$ cat config.mk
export PLATFORM = sky130hd
export DESIGN_NAME = mem_stage_flat
export DESIGN_NICKNAME = d
export VERILOG_FILES = /design/src/rtl/mem_stage_pkg.sv /design/src/rtl/mem_stage_if.sv /design/src/rtl/mem_timeout_counter.sv /design/src/rtl/register.sv /design/src/rtl/mem_stage.sv /design/src/flat_wrapper.sv
export SDC_FILE = /design/constraint.sdc
export NUM_CORES = 1
export LEC_CHECK = 0
export CORE_UTILIZATION = 30
export CTS_BUF_LIST = sky130_fd_sc_hd__clkbuf_16
export DETAILED_ROUTE_END_ITERATION = 8
export PLACE_DENSITY_LB_ADDON = 0.1
export SETUP_SLACK_MARGIN = 0.5
export SLEW_MARGIN = 20
export SYNTH_ARGS = -nofsm -noshare
export SYNTH_HDL_FRONTEND = slang
export SYNTH_SLANG_ARGS = --single-unit
$ cat constraint.sdc
create_clock -name clock -period 1.7 [get_ports clock]
set_input_delay 0.17 -clock clock [delete_from_list [all_inputs] [get_ports clock]]
set_output_delay 0.17 -clock clock [all_outputs]
set_load 0.05 [all_outputs]
$ cat src/rtl/mem_stage_pkg.sv
// Shared constants, FSM state type and control-word helpers for the memory-access stage.
package mem_stage_pkg;

    localparam int CTRL_W      = 14;
    localparam int CTRL_MEM_RD = 3;
    localparam int CTRL_MEM_WR = 4;

    localparam logic [CTRL_W-1:0] BUBBLE = 14'b0;

    typedef enum logic [1:0] {
        IDLE   = 2'd0,
        ACCESS = 2'd1,
        RESP   = 2'd2
    } state_t;

    function automatic logic ctrl_is_mem(input logic [CTRL_W-1:0] ctrl);
        return ctrl[CTRL_MEM_RD] | ctrl[CTRL_MEM_WR];
    endfunction

endpackage

$ cat src/rtl/mem_stage_if.sv
// Handshaked data-memory port: the stage is the master, the memory the slave.
interface mem_stage_if #(
    parameter int ADDR_W = 12
);
    logic              req;
    logic              we;
    logic [ADDR_W-1:0] addr;
    logic [31:0]       wdata;
    logic              ack;
    logic [31:0]       rdata;

    modport master (output req, we, addr, wdata, input  ack, rdata);
    modport slave  (input  req, we, addr, wdata, output ack, rdata);
endinterface

$ cat src/rtl/mem_timeout_counter.sv
// Counts ACCESS cycles; expired flags the last cycle an access may still be acked.
module mem_timeout_counter #(
    parameter int TIMEOUT = 16
) (
    input  logic clock,
    input  logic reset,
    input  logic clear,
    input  logic count_en,
    output logic expired
);
    localparam int CW = (TIMEOUT > 1) ? $clog2(TIMEOUT) : 1;
    localparam logic [CW-1:0] LAST = CW'(TIMEOUT - 1);

    logic [CW-1:0] count;

    // Saturates at LAST so a stuck count_en cannot wrap back into range.
    always_ff @(posedge clock) begin
        if (reset || clear)
            count <= '0;
        else if (count_en && count != LAST)
            count <= count + CW'(1);
    end

    assign expired = (count == LAST);
endmodule

$ cat src/rtl/register.sv
// Generic pipeline register with load enable and synchronous active-high reset.
module register #(
    parameter int WIDTH = 32
) (
    input  logic             clock,
    input  logic             reset,
    input  logic             en,
    input  logic [WIDTH-1:0] d,
    output logic [WIDTH-1:0] q
);
    always_ff @(posedge clock) begin
        if (reset)
            q <= '0;
        else if (en)
            q <= d;
    end
endmodule

$ cat src/rtl/mem_stage.sv
// Memory-access stage: passes ALU ops straight to MW, runs loads/stores over the
// handshaked data port while stalling upstream, and squashes accesses that time out.
module mem_stage
    import mem_stage_pkg::*;
#(
    parameter int ADDR_W  = 12,
    parameter int TIMEOUT = 16
) (
    input  logic              clock,
    input  logic              reset,
    input  logic              xm_valid,
    input  logic [31:0]       xm_ALU_result,
    input  logic [31:0]       xm_store_data,
    input  logic [4:0]        xm_rd,
    input  logic [CTRL_W-1:0] xm_ctrl_signals,
    input  logic [31:0]       xm_PC_next,
    output logic              stall,
    mem_stage_if.master       dmem,
    output logic [31:0]       mw_ALU_result,
    output logic [31:0]       mw_data_read,
    output logic [31:0]       mw_PC_next,
    output logic [4:0]        mw_rd,
    output logic [CTRL_W-1:0] mw_ctrl_signals,
    output logic              mw_wren,
    output logic              mem_fault
);
    state_t      state;
    logic        req_q, fault_q, squashed_q;
    logic        is_mem_op, capture, ack_take, expired, tmo_clear, tmo_count;
    logic [31:0] addr_hold, wdata_hold, pc_hold, data_hold, data_next;
    logic [19:0] meta_hold;
    logic [4:0]  rd_hold;
    logic [CTRL_W-1:0] ctrl_hold;
    logic        we_hold;

    assign is_mem_op = xm_valid && ctrl_is_mem(xm_ctrl_signals);
    assign capture   = (state == IDLE) && is_mem_op;
    assign ack_take  = (state == ACCESS) && dmem.ack;
    assign tmo_clear = (state != ACCESS);
    assign tmo_count = (state == ACCESS);

    // The write bit alone decides direction, so RD+WR together behaves as a store.
    register #(.WIDTH(32)) u_addr_hold  (.clock, .reset, .en(capture), .d(xm_ALU_result), .q(addr_hold));
    register #(.WIDTH(32)) u_wdata_hold (.clock, .reset, .en(capture), .d(xm_store_data), .q(wdata_hold));
    register #(.WIDTH(32)) u_pc_hold    (.clock, .reset, .en(capture), .d(xm_PC_next),    .q(pc_hold));
    register #(.WIDTH(20)) u_meta_hold  (.clock, .reset, .en(capture),
                                         .d({xm_ctrl_signals[CTRL_MEM_WR], xm_ctrl_signals, xm_rd}),
                                         .q(meta_hold));
    assign {we_hold, ctrl_hold, rd_hold} = meta_hold;

    assign data_next = we_hold ? 32'h0 : dmem.rdata;
    register #(.WIDTH(32)) u_data_hold  (.clock, .reset, .en(ack_take), .d(data_next), .q(data_hold));

    mem_timeout_counter #(.TIMEOUT(TIMEOUT)) u_timeout (
        .clock, .reset, .clear(tmo_clear), .count_en(tmo_count), .expired
    );

    always_ff @(posedge clock) begin
        if (reset) begin
            state      <= IDLE;
            req_q      <= 1'b0;
            fault_q    <= 1'b0;
            squashed_q <= 1'b0;
        end else begin
            unique case (state)
                IDLE: begin
                    if (is_mem_op) begin
                        state      <= ACCESS;
                        req_q      <= 1'b1;
                        squashed_q <= 1'b0;
                    end
                end
                ACCESS: begin
                    if (dmem.ack) begin
                        state <= RESP;
                        req_q <= 1'b0;
                    end else if (expired) begin
                        state      <= RESP;
                        req_q      <= 1'b0;
                        fault_q    <= 1'b1;
                        squashed_q <= 1'b1;
                    end
                end
                RESP:    state <= IDLE;
                default: state <= IDLE;
            endcase
        end
    end

    assign dmem.req   = req_q & ~reset;
    assign dmem.we    = req_q & we_hold & ~reset;
    assign dmem.addr  = addr_hold[ADDR_W-1:0];
    assign dmem.wdata = wdata_hold;
    assign mem_fault  = fault_q & ~reset;

    // Bubbles (all-zero MW inputs) are written while a memory op is in flight.
    always_comb begin
        stall           = 1'b0;
        mw_wren         = 1'b0;
        mw_ALU_result   = '0;
        mw_data_read    = '0;
        mw_PC_next      = '0;
        mw_rd           = '0;
        mw_ctrl_signals = BUBBLE;
        if (!reset) begin
            mw_wren = 1'b1;
            unique case (state)
                IDLE: begin
                    if (is_mem_op) begin
                        stall = 1'b1;
                    end else begin
                        mw_ALU_result   = xm_ALU_result;
                        mw_PC_next      = xm_PC_next;
                        mw_rd           = xm_rd;
                        mw_ctrl_signals = xm_valid ? xm_ctrl_signals : BUBBLE;
                    end
                end
                ACCESS: stall = 1'b1;
                RESP: begin
                    mw_ALU_result   = addr_hold;
                    mw_PC_next      = pc_hold;
                    mw_rd           = rd_hold;
                    mw_ctrl_signals = squashed_q ? BUBBLE : ctrl_hold;
                    mw_data_read    = squashed_q ? 32'h0 : data_hold;
                end
                default: ;
            endcase
        end
    end
endmodule

$ cat src/flat_wrapper.sv
// flat-port wrapper written by rule: the top's interface ports become plain ports
module mem_stage_flat import mem_stage_pkg::*;
#(
    parameter int ADDR_W  = 12,
    parameter int TIMEOUT = 16
)
  (clock, reset, xm_valid, xm_ALU_result, xm_store_data, xm_rd, xm_ctrl_signals, xm_PC_next, stall, mw_ALU_result, mw_data_read, mw_PC_next, mw_rd, mw_ctrl_signals, mw_wren, mem_fault, dmem_req, dmem_we, dmem_addr, dmem_wdata, dmem_ack, dmem_rdata);
  mem_stage_if #(.ADDR_W(ADDR_W)) dmem_i ();
  input  logic clock;
  input  logic reset;
  input  logic xm_valid;
  input  logic [31:0] xm_ALU_result;
  input  logic [31:0] xm_store_data;
  input  logic [4:0] xm_rd;
  input  logic [CTRL_W-1:0] xm_ctrl_signals;
  input  logic [31:0] xm_PC_next;
  output logic stall;
  output logic [31:0] mw_ALU_result;
  output logic [31:0] mw_data_read;
  output logic [31:0] mw_PC_next;
  output logic [4:0] mw_rd;
  output logic [CTRL_W-1:0] mw_ctrl_signals;
  output logic mw_wren;
  output logic mem_fault;
  output wire logic [$bits(dmem_i.req)-1:0] dmem_req;
  output wire logic [$bits(dmem_i.we)-1:0] dmem_we;
  output wire logic [$bits(dmem_i.addr)-1:0] dmem_addr;
  output wire logic [$bits(dmem_i.wdata)-1:0] dmem_wdata;
  input wire logic [$bits(dmem_i.ack)-1:0] dmem_ack;
  input wire logic [$bits(dmem_i.rdata)-1:0] dmem_rdata;
  assign dmem_req = dmem_i.req;
  assign dmem_we = dmem_i.we;
  assign dmem_addr = dmem_i.addr;
  assign dmem_wdata = dmem_i.wdata;
  assign dmem_i.ack = dmem_ack;
  assign dmem_i.rdata = dmem_rdata;
  mem_stage #(.ADDR_W(ADDR_W), .TIMEOUT(TIMEOUT)) u_core (.clock(clock), .reset(reset), .xm_valid(xm_valid), .xm_ALU_result(xm_ALU_result), .xm_store_data(xm_store_data), .xm_rd(xm_rd), .xm_ctrl_signals(xm_ctrl_signals), .xm_PC_next(xm_PC_next), .stall(stall), .dmem(dmem_i), .mw_ALU_result(mw_ALU_result), .mw_data_read(mw_data_read), .mw_PC_next(mw_PC_next), .mw_rd(mw_rd), .mw_ctrl_signals(mw_ctrl_signals), .mw_wren(mw_wren), .mem_fault(mem_fault));
endmodule
==> results of run 1 <==
-- state kept, by name (all words and copies together) (netlist names) --
name,cells
u_core.u_meta_hold.q,19
u_core.u_pc_hold.q,32
u_core.u_wdata_hold.q,32
u_core.u_addr_hold.q,32
u_core.u_data_hold.q,32
u_core.u_timeout.count,4
u_core.fault_q,1
u_core.squashed_q,1
u_core.state,2
u_core.req_q,1
-- path summary, 6_finish.rpt --
kind                                              start                      end  slack (ns)  depth (start not counted)
worst max register to register          u_core.state[0]    u_core.u_pc_hold.q[3]       -0.18                          6
worst max-delay path                    u_core.state[0]         mw_ALU_result[4]       -0.34                          7
worst min register to register  u_core.u_data_hold.q[6]  u_core.u_data_hold.q[6]        0.44                          2
worst min-delay path                              reset  u_core.u_data_hold.q[8]        0.02                          2
-- placed cells by master (no fill, tap or decap), types with 3 or more instances in the layout --
master / synthesis / final
dfxtp_2: 0 / 3
dfxtp_1: 156 / 151
nor2_4: 0 / 82
inv_6: 0 / 5
clkdlybuf4s50_1: 0 / 147
nor2b_4: 0 / 3
nand2_1: 34 / 33
a32oi_1: 81 / 25
a22o_1: 115 / 115
nand3b_1: 33 / 33
buf_4: 18 / 84
dlymetal6s2s_1: 0 / 3
buf_16: 0 / 14
a32oi_2: 0 / 13
a32oi_4: 0 / 43
and3_2: 0 / 10
buf_12: 0 / 46
and3_4: 0 / 24
clkbuf_16: 0 / 34
a21oi_1: 33 / 33
nor2_1: 88 / 6
buf_8: 0 / 83
buf_6: 5 / 55
-- power groups by stage --
stage	Clock, mW	Combinational [mW]	Sequential [mW]
5_1_grt	4.16	3.64	4.05
6_report	3.91	3.50	4.03
3_5_place_dp	0	2.56	4.06
3_3_place_gp	0	2.55	4.07
2_1_floorplan	0	1.38	4.21
4_1_cts	3.95	2.95	3.98
-- logic make-up after synthesis --
kind of cell / count (synthesis)
AO/OA/AOI/OAI: 240
XOR/XNOR: 1
adder cells (fa/ha/maj): 1
buffers and inverters: 95
flip-flops: 156
multiplexers: 1
AND/OR/NAND/NOR: 205
-- per-layer routing --
| layer | vias up | GRT usage [%] | share of wire (%) |
|---|---|---|---|
| met5 | - | 0 | 0 |
| met1 | 3544 | 27.9 | 43 |
| met2 | 227 | 35.4 | 50 |
| met3 | 39 | 6.48 | 5.4 |
| met4 | 0 | 7.20 | 1.9 |
| li1 | 3439 | - | - |
-- cell type report --
cell class | count | area, um^2
clock inverters | 15 | 160
fillers | 1606 | 6730
inverters | 2 | 7.51
clock buffers | 17 | 425
well taps | 275 | 344
flip-flops and latches | 156 | 3130
multi-input cells | 449 | 4770
repair buffers | 451 | 5770
-- stage by stage --
step,setup WS (ns),instances
final,-0.341,1365
after global routing,-0.406,1365
after CTS,-0.288,1327
after detailed placement,-0.146,1255
after global placement,-0.136,1255
after floorplan,0.0325,699
-- timing repair --
item	CTS	global route
endpoints found under the hold margin	0	0
pin swaps	8	85
setup buffers	22	16
setup endpoints to repair	312	289
cloned	18	22
gates resized for setup	396	198
==> impl_metrics.tcl, run 1 <==
set metrics [dict create \
    outcome "finished with violations" \
    violated_checks "setup timing" \
    area_delta_synth_final_pct 121 \
    cp_num_buf_inv 4 \
    synthDominantAreaCellType "dfxtp_1" \
    post_synth_and_or_nand_nor_area_fraction_pct 15.8 \
    grt_start_max_net_pins 41 \
    clock_buffers_created_by_tritoncts 17 \
    combinational_share_of_power_pct 30.6 \
    groute.usage.overall_pct 22.0 \
    p_per_area_nw_per_um2 782 \
    netlist-cell-type-count 34 \
    initial_utilization_pct 31.0 \
    yosys-mux-area-fraction_pct 0.151 \
    synth_top_cell_area_share_pct 47.1 \
    cap_violations 0 \
    finalWorstSetupSlack_ns -0.341 \
    cts_max_level 4 \
    cp_slowest_stage_delay_ns 0.36 \
    drt_first_iter_violations 248 \
    count_of_inserted_antenna_diode_cells 0 \
    total_power_mw 11.4 \
    synth_compound_gate_area_share_pct 29.5 \
    worst_min_delay_path_category "primary input to flop" \
    finalSetupViolCount 228 \
    timing.hold.ws_ns 0.0151 \
    clock_power_share_pct 34.2 \
    critPathRequiredTime_ns 1.53 \
    synth_async_sr_flop_share_pct 0 \
    synth_register_bits 156 \
    critical_path.startpoint_type "flop" \
    timing_worst_slew_pin_value_ns 0.411 \
    finish.utilization_pct 68.5 \
    place.gp.congestion 0.719 \
    number_of_vias_after_detailed_routing 7249 \
    cp.arrival_ns 1.87 \
    rsz_0062_raised_after_global_routing "true" \
    static-leakage-power_nw 5.43 \
    final_layout_size_suffix_gt1_share_pct 48.2 \
    syn-cell-area_um2 6620 \
    critical_path.max_fanout 5 \
    drt_pre_antenna_iters 5 \
    yosysMostFrequentCell "dfxtp_1" \
    hold_buffers 0 \
    top_level_ports 315 \
    timing_hold_violations_final 0 \
    synth_top_family_by_area "compound AO/OA/AOI/OAI gates" \
    synth_top_flop_cell "dfxtp_1" \
    crit_slowest_cell "dfxtp_4" \
    die_height_um 151 \
    portBuffers 314 \
    floorplan.die_area_um2 22700 \
    critPathTopFamily "buffers and inverters" \
    final_design_area_no_fill_um2 14600 \
    time_the_final_worst_path_needs_with_i_o_delays_and_setup_ns 2.04 \
    final.period_utilization_pct 120 \
    dieWidth_um 151 \
    cts_tree "yes" \
    viasPerCell 5.31 \
    setup_tns_ns -45.43 \
    power.ir.vdd_worst_uv 672 \
    place_hpwl_um 15500 \
    antenna_found_initial 0 \
    first_global_vias 6853 \
    clock-root-buffer "clkbuf_16" \
    dpl-instance-area_um2 10900 \
    postSynthCellCount 699 \
    synth-xor-area-share_pct 0.132 \
    max-clock-path-buffers 2 \
    crit_chain "buf_4 > nor2b_4 > buf_6 > clkbuf_16 > a32oi_4 > nor2_4 > buf_8" \
    routedWlPerCell_um 21.1 \
    relSlewSlack_pct 72.6 \
    number_of_warnings_issued_by_yosys 0 \
    clock.fmax_mhz 490 \
    cellInternalPower_mw 7.77 \
    syn-num-nets 851 \
    power_frac_seq_pct 35.2 \
    antenna_violating_nets_post_route 0 \
    yosys.area_share.adder_pct 0.189 \
    detail_route.wirelength_um 28900 \
    synthTopCellsByArea "dfxtp_1, a22o_1, a32oi_1" \
    clock_latency_of_the_later_clocked_register_in_the_worst_skew_pair_ns 0.43 \
    switching_share_pct 32.0 \
    core-area_um2 21400 \
    net-switching-power_mw 3.66 \
    drt_drc_violations_left 0 \
    synth_top_cells_by_count "dfxtp_1, a22o_1, nor2_1" \
    nNetsFinal 1229 \
    grt-ovfl-total 0 \
    critical_path.endpoint_type "output port" \
    timing.setup.critical_path_class "flop to output port" \
    cts.clk_slew.worst_paths_ns 0.07 \
    syn_area_cell_um2 9.48 \
    worst_clock_skew_ns 0.00788 \
    floorplan.rows 53 \
    timing_max_transition_violations_final 0 \
    clock_sink_count 156 \
    global_route_wire_length_before_repair_um 38400 \
    seq_area_frac_synth_pct 47.1 \
    synth_enable_flop_cells 0 \
]
(Power assumes the default switching activity.)
==> run 2, diff against run 1 <==
--- a/config.mk
+++ b/config.mk
@@ -10,7 +10,7 @@
 export DETAILED_ROUTE_END_ITERATION = 8
 export PLACE_DENSITY_LB_ADDON = 0.1
 export SETUP_SLACK_MARGIN = 0.5
-export SLEW_MARGIN = 20
+export SLEW_MARGIN = 10
 export SYNTH_ARGS = -nofsm -noshare
 export SYNTH_HDL_FRONTEND = slang
 export SYNTH_SLANG_ARGS = --single-unit
==> results of run 2 <==
No change in the layout: final DEF, timing and power equal those of run 1.
